<file path="config.mk">
export PLATFORM = sky130hd
export DESIGN_NAME = dpll_control_par
export DESIGN_NICKNAME = d
export VERILOG_FILES = /design/src/rtl/dpll_control_par.sv
export SDC_FILE = /design/constraint.sdc
export NUM_CORES = 1
export LEC_CHECK = 0
export CORE_UTILIZATION = 43
export DETAILED_ROUTE_END_ITERATION = 10
export GPL_ROUTABILITY_DRIVEN = 0
export PLACE_DENSITY = 0.79
export SYNTH_ARGS = -nofsm -noshare
export SYNTH_HDL_FRONTEND = slang
export SYNTH_SLANG_ARGS = --single-unit
</file>
<file path="constraint.sdc">
create_clock -name clock -period 3.2 [get_ports clock]
set_clock_uncertainty 0.15 [all_clocks]
set_input_delay 0.64 -clock clock [delete_from_list [all_inputs] [get_ports clock]]
set_output_delay 0.64 -clock clock [all_outputs]
set_load 0.05 [all_outputs]
</file>
<file path="src/rtl/dpll_control_par.sv">
// DPLL search controller: imply/decide/backtrack sequencing with a multi-lane
// clause-index issuer feeding the BCP engine.
module dpll_control_par #(
    parameter int VAR_W    = 8,
    parameter int CLAUSE_W = 10,
    parameter int LANES    = 2,
    parameter int CNT_W    = 16
) (
    input  logic                      clock,
    input  logic                      reset,
    input  logic                      start,
    input  logic [VAR_W-1:0]          num_vars,
    input  logic [CNT_W-1:0]          conflict_limit,
    input  logic                      imp_empty,
    input  logic [VAR_W-1:0]          imp_var,
    input  logic                      imp_val,
    output logic                      imp_pop,
    output logic                      imp_flush,
    input  logic                      tr_empty,
    input  logic [VAR_W-1:0]          tr_var,
    input  logic                      tr_val,
    input  logic                      tr_type,
    output logic                      tr_push,
    output logic                      tr_pop,
    output logic [VAR_W-1:0]          tr_var_in,
    output logic                      tr_val_in,
    output logic                      tr_type_in,
    output logic [VAR_W-1:0]          vs_var,
    input  logic                      vs_unassigned,
    output logic                      vs_write,
    output logic                      vs_val,
    output logic                      vs_unassign,
    output logic [VAR_W-1:0]          vse_var,
    input  logic [CLAUSE_W-1:0]       vse_start,
    input  logic [CLAUSE_W-1:0]       vse_end,
    output logic [VAR_W-1:0]          dec_idx,
    input  logic [VAR_W-1:0]          dec_var,
    input  logic                      dec_val,
    output logic                      ds_push,
    output logic                      ds_pop,
    output logic [VAR_W-1:0]          ds_din,
    input  logic [VAR_W-1:0]          ds_dout,
    input  logic                      ds_empty,
    output logic [LANES-1:0]          bcp_valid,
    output logic [LANES*CLAUSE_W-1:0] bcp_idx,
    input  logic                      bcp_busy,
    input  logic                      conflict,
    output logic                      bcp_clr,
    output logic                      sat,
    output logic                      unsat,
    output logic                      aborted,
    output logic                      done,
    output logic [3:0]                state_out,
    output logic [CNT_W-1:0]          n_decisions,
    output logic [CNT_W-1:0]          n_conflicts
);

    localparam int PW = CLAUSE_W + 1;

    typedef enum logic [3:0] {
        IDLE   = 4'd0,
        IMPLY  = 4'd1,
        DECIDE = 4'd2,
        RANGE  = 4'd3,
        ISSUE  = 4'd4,
        WAIT   = 4'd5,
        BT     = 4'd6,
        SAT    = 4'd7,
        UNSAT  = 4'd8,
        ABORT  = 4'd9
    } state_t;

    state_t            state_q, state_d;
    logic [VAR_W-1:0]  dec_idx_q, dec_idx_d;
    logic [VAR_W-1:0]  cur_var_q, cur_var_d;
    logic [PW-1:0]     ptr_q, ptr_d;
    logic [PW-1:0]     lim_q, lim_d;
    logic [CNT_W-1:0]  n_dec_q, n_dec_d;
    logic [CNT_W-1:0]  n_conf_q, n_conf_d;

    logic [PW-1:0]     ptr_next;
    logic [CNT_W-1:0]  conf_inc;
    logic              abort_hit;
    logic              dec_take;

    function automatic logic [CNT_W-1:0] sat_inc(input logic [CNT_W-1:0] v);
        return (&v) ? v : v + 1'b1;
    endfunction

    assign ptr_next  = ptr_q + PW'(LANES);
    assign conf_inc  = sat_inc(n_conf_q);
    assign abort_hit = (conflict_limit != '0) && (conf_inc == conflict_limit);
    assign dec_take  = (dec_idx_q != num_vars) && vs_unassigned;

    always_ff @(posedge clock or negedge reset) begin
        if (!reset) begin
            state_q   <= IDLE;
            dec_idx_q <= '0;
            cur_var_q <= '0;
            ptr_q     <= '0;
            lim_q     <= '0;
            n_dec_q   <= '0;
            n_conf_q  <= '0;
        end else begin
            state_q   <= state_d;
            dec_idx_q <= dec_idx_d;
            cur_var_q <= cur_var_d;
            ptr_q     <= ptr_d;
            lim_q     <= lim_d;
            n_dec_q   <= n_dec_d;
            n_conf_q  <= n_conf_d;
        end
    end

    always_comb begin
        state_d   = state_q;
        dec_idx_d = dec_idx_q;
        cur_var_d = cur_var_q;
        ptr_d     = ptr_q;
        lim_d     = lim_q;
        n_dec_d   = n_dec_q;
        n_conf_d  = n_conf_q;
        case (state_q)
            IDLE, SAT, UNSAT, ABORT: begin
                if (start) begin
                    state_d   = IMPLY;
                    dec_idx_d = '0;
                    n_dec_d   = '0;
                    n_conf_d  = '0;
                end
            end
            IMPLY: begin
                if (!imp_empty) begin
                    cur_var_d = imp_var;
                    state_d   = RANGE;
                end else begin
                    state_d = DECIDE;
                end
            end
            DECIDE: begin
                if (dec_idx_q == num_vars) begin
                    state_d = SAT;
                end else begin
                    dec_idx_d = dec_idx_q + 1'b1;
                    if (vs_unassigned) begin
                        n_dec_d   = sat_inc(n_dec_q);
                        cur_var_d = dec_var;
                        state_d   = RANGE;
                    end
                end
            end
            RANGE: begin
                ptr_d   = {1'b0, vse_start};
                lim_d   = {1'b0, vse_end};
                state_d = (vse_start >= vse_end) ? WAIT : ISSUE;
            end
            ISSUE: begin
                ptr_d = ptr_next;
                if (ptr_next >= lim_q) state_d = WAIT;
            end
            WAIT: begin
                if (conflict) begin
                    n_conf_d = conf_inc;
                    state_d  = abort_hit ? ABORT : BT;
                end else if (!bcp_busy) begin
                    state_d = IMPLY;
                end
            end
            BT: begin
                if (tr_empty) begin
                    state_d = UNSAT;
                end else if (!tr_type) begin
                    // An empty decider stack here is a protocol error; restart the scan from 0.
                    dec_idx_d = ds_empty ? '0 : ds_dout + 1'b1;
                    cur_var_d = tr_var;
                    state_d   = RANGE;
                end
            end
            default: state_d = IDLE;
        endcase
    end

    always_comb begin
        imp_pop     = 1'b0;
        imp_flush   = 1'b0;
        tr_push     = 1'b0;
        tr_pop      = 1'b0;
        tr_var_in   = '0;
        tr_val_in   = 1'b0;
        tr_type_in  = 1'b0;
        vs_var      = '0;
        vs_write    = 1'b0;
        vs_val      = 1'b0;
        vs_unassign = 1'b0;
        ds_push     = 1'b0;
        ds_pop      = 1'b0;
        ds_din      = '0;
        bcp_valid   = '0;
        bcp_idx     = '0;
        bcp_clr     = 1'b0;
        case (state_q)
            IMPLY: begin
                if (!imp_empty) begin
                    imp_pop    = 1'b1;
                    vs_var     = imp_var;
                    vs_write   = 1'b1;
                    vs_val     = imp_val;
                    tr_push    = 1'b1;
                    tr_var_in  = imp_var;
                    tr_val_in  = imp_val;
                    tr_type_in = 1'b1;
                end
            end
            DECIDE: begin
                vs_var = dec_var;
                if (dec_take) begin
                    vs_write  = 1'b1;
                    vs_val    = dec_val;
                    tr_push   = 1'b1;
                    tr_var_in = dec_var;
                    tr_val_in = dec_val;
                    ds_push   = 1'b1;
                    ds_din    = dec_idx_q;
                end
            end
            ISSUE: begin
                for (int k = 0; k < LANES; k++) begin
                    bcp_valid[k] = (ptr_q + PW'(k)) < lim_q;
                    bcp_idx[k*CLAUSE_W +: CLAUSE_W] = ptr_q[CLAUSE_W-1:0] + CLAUSE_W'(k);
                end
            end
            WAIT: begin
                if (conflict) begin
                    imp_flush = 1'b1;
                    bcp_clr   = !abort_hit;
                end
            end
            BT: begin
                if (!tr_empty) begin
                    tr_pop   = 1'b1;
                    vs_var   = tr_var;
                    vs_write = 1'b1;
                    if (tr_type) begin
                        vs_unassign = 1'b1;
                    end else begin
                        tr_push    = 1'b1;
                        tr_var_in  = tr_var;
                        tr_val_in  = ~tr_val;
                        tr_type_in = 1'b1;
                        vs_val     = ~tr_val;
                        ds_pop     = !ds_empty;
                    end
                end
            end
            default: ;
        endcase
    end

    assign vse_var     = cur_var_q;
    assign dec_idx     = dec_idx_q;
    assign state_out   = state_q;
    assign n_decisions = n_dec_q;
    assign n_conflicts = n_conf_q;
    assign sat         = (state_q == SAT);
    assign unsat       = (state_q == UNSAT);
    assign aborted     = (state_q == ABORT);
    assign done        = sat | unsat | aborted;

endmodule

</file>
==> flow_summary.toml <==
[setup_path]
arrival_ns = 2.79
critPathLaunchType = "flip-flop"
cp.required_ns = 2.41
path_class = "reg -> out"
cp_max_fo = 4
endpoint_kind = "primary output"

[synth]
ys_top_cells_by_area = "dfrtp_1, ha_1, xnor2_1, nand2_1, nor2_1"
ys_ff_latch = 73
synth_common_cells = "nand2_1, dfrtp_1, nor2_1, ha_1"
synth.avg_cell_area_um2 = 8.18
synth_async_sr_flop_share_pct = 100
yosysMostFrequentCell = "nand2_1"
synth_top_area_share_pct = 29.7
ys_warn_count = 0
synth_ff_type = "dfrtp_1"
synth-edff-count = 0
synthDistinctLibCells = 69
syn_area_mm2 = 0.00614
yosysSeqAreaShare_pct = 29.7
netlist_instances = 751
yosysTopAreaCell = "dfrtp_1"
syn_nets = 885

[routing]
drtPass1Iterations = 6
routed_via_density = 5.74
wl_um = 22300
antenna_left = 0
vias = 7059
wl_per_cell_um = 18.1
route.detailed.drc = 0
drtIter0Drc = 610

[global_route]
grt.total_usage_pct = 29.2
grt.met1_usage_pct = 36.8
antenna_found_initial = 0
grt-busiest-layer = "met2"
globalRouteMet3Util_pct = 5.29
use_met2_pct = 48.7
grt_pass1_vias = 6580
gr-total-overflow = 0
grt_max_degree = 74
grt_pass1_wl_um = 33600

[timing]
period_needed_ns = 3.58
worstMarginPinSlew_ns = 0.961
fmax_mhz = 279
slew_headroom_pct = 35.9
drv_slew = 0
finalHoldViolations = 0
rsz0062_at_grt = "yes"
timing.final.crit_share_pct = 112
setup-violations-final = 2
setup_slack_ns = -0.384
holdWs_ns = 0.287

[cts]
clockRootBuffer = "clkbuf_16"
cts.sinks = 73
worstSkewPairLatency_ns = 0.35
clk_transition_reported_paths_ns = 0.07
cts_buffers = 9
htree_levels = 3
hold_buffers = 0
clk_path_buf_depth = 2
tritoncts = "yes"

[placed_design]
hpwlAfterDp_um = 15900
portBuffers = 202
placed_area_mm2 = 0.00935

[final_layout]
diodes = 0
drive_above_1_share_pct = 28.7
syn_to_final_growth_pct = 66.8
multi_input_area_mm2 = 0.00433
seqCellArea_mm2 = 0.00186
nets = 1179
stdcell_area_mm2 = 0.0102
fill_cells = 980

[floorplan]
dieArea_mm2 = 0.0148
start_util_pct = 44.1
boundaryPins = 203
die_w_um = 122
placementRows = 43
die_h_um = 122
coreArea_mm2 = 0.0139

[min_path]
hp-class = "in -> async"

[outcome]
violations = "negative setup slack"
status = "finished with violations"

[pwr]
internal_power_mw = 3.89
power.clock.fraction_pct = 13.8
total_leakage_power_nw = 4.56
swShare_pct = 48.5
max-vdd-ir-drop_mv = 0.578
power_switching_mw = 3.67
comb_power_share_pct = 67.3
power.density_mw_per_mm2 = 738
seqPwrFrac_pct = 19.0

[job]
maxCapViolCount = 0
==> power by group through the flow <==
stage / Combinational, mW / Sequential (mW) / Clock (mW)
floorplan: 2.55 / 1.78 / 0
global placement: 4.62 / 1.41 / 0
detailed placement: 4.71 / 1.42 / 0
CTS: 4.82 / 1.41 / 1.04
global route: 5.45 / 1.47 / 1.09
finish: 5.08 / 1.44 / 1.04
==> area by class of cell <==
| class | count | share of cell area, % |
|---|---|---|
| Tap cell | 180 | 2.20 |
| Inverter | 44 | 1.65 |
| Clock inverter | 6 | 0.660 |
| Sequential cell | 73 | 18.1 |
| Timing Repair Buffer | 323 | 32.9 |
| Multi-Input combinational cell | 594 | 42.3 |
| Clock buffer | 10 | 2.23 |
==> what timing repair did <==
item	4_1_cts	5_1_grt
pin swaps	33	24
buffers inserted	28	16
gates cloned	0	0
setup endpoints to repair	14	14
gates resized for setup	34	48
==> state kept, by name (all words and copies together) (netlist names) <==
name / count
n_decisions: 16
vse_var: 8
ptr_q: 11
n_conflicts: 16
dec_idx: 8
state_out: 4
lim_q: 10
==> cells by family after synthesis <==
kind of cell | share of synthesized area [%]
AO/OA/AOI/OAI | 19.3
multiplexers | 1.18
XOR/XNOR | 9.55
adder cells (fa/ha/maj) | 9.16
flip-flops | 29.7
AND/OR/NAND/NOR | 25.5
buffers and inverters | 5.52
==> worst max-delay path, stage by stage (launching register included) <==
cell,delay (ns)
dfrtp_2,0.46
buf_4,0.17
xnor2_4,0.19
o22a_1,0.18
o211ai_1,0.10
nor4b_2,0.30
nand4_1,0.12
or4_4,0.58
nand2_4,0.09
clkinvlp_4,0.10
buf_8,0.15
==> final timing paths <==
kind | to | slack (ns) | start | cells after the start
max | bcp_clr | -0.38 | n_conflicts[3] | 10
min | n_conflicts[6] | 0.29 | reset | 1
max reg2reg | vse_var[0] | 0.06 | state_out[0] | 17
min reg2reg | vse_var[4] | 0.33 | vse_var[4] | 2
max in group asynchronous | ptr_q[0] | 1.92 | reset | 1
min in group clock | vse_var[4] | 0.33 | vse_var[4] | 2
==> stage by stage <==
stage | power, mW | util (%) | setup WS, ns | std cells | setup TNS (ns)
6_report | 7.56 | 73.5 | -0.384 | 1230 | -0.626
3_5_place_dp | 6.13 | 67.1 | -0.568 | 1170 | -1.19
2_1_floorplan | 4.33 | - | -0.184 | 751 | -0.184
3_3_place_gp | 6.04 | 67.1 | -0.498 | 1170 | -0.913
4_1_cts | 7.27 | 71.3 | -0.315 | 1214 | -0.569
5_1_grt | 8.00 | 73.5 | -0.493 | 1230 | -0.916
==> layout by cell type (no fill, tap or decap), types with 6 or more instances in the layout <==
cell type / netlist / routed
a21o_1: 9 / 9
a21oi_1: 21 / 20
a222oi_1: 11 / 11
a22o_1: 8 / 8
a22oi_1: 10 / 10
a31oi_1: 9 / 8
and2_1: 27 / 19
and2_2: 0 / 8
and3_1: 12 / 10
buf_12: 0 / 44
buf_4: 2 / 129
buf_6: 0 / 7
clkbuf_16: 0 / 9
clkdlybuf4s50_1: 0 / 125
dfrtp_1: 73 / 50
dfrtp_2: 0 / 23
dlygate4sd2_1: 0 / 10
ha_1: 45 / 41
inv_1: 44 / 41
nand2_1: 86 / 83
nand3_1: 24 / 20
nand4_1: 21 / 21
nor2_1: 70 / 63
nor3_1: 25 / 19
nor3_2: 0 / 6
o21ai_0: 44 / 40
xnor2_1: 41 / 38
xor2_1: 26 / 23
==> layer usage <==
layer  wire, um  vias up
met2      11100      369
met5          0        -
met3       1600       58
met4        773        0
li1           -     3292
met1       8880     3340
No activity file was read; power rests on OpenSTA's default activity.
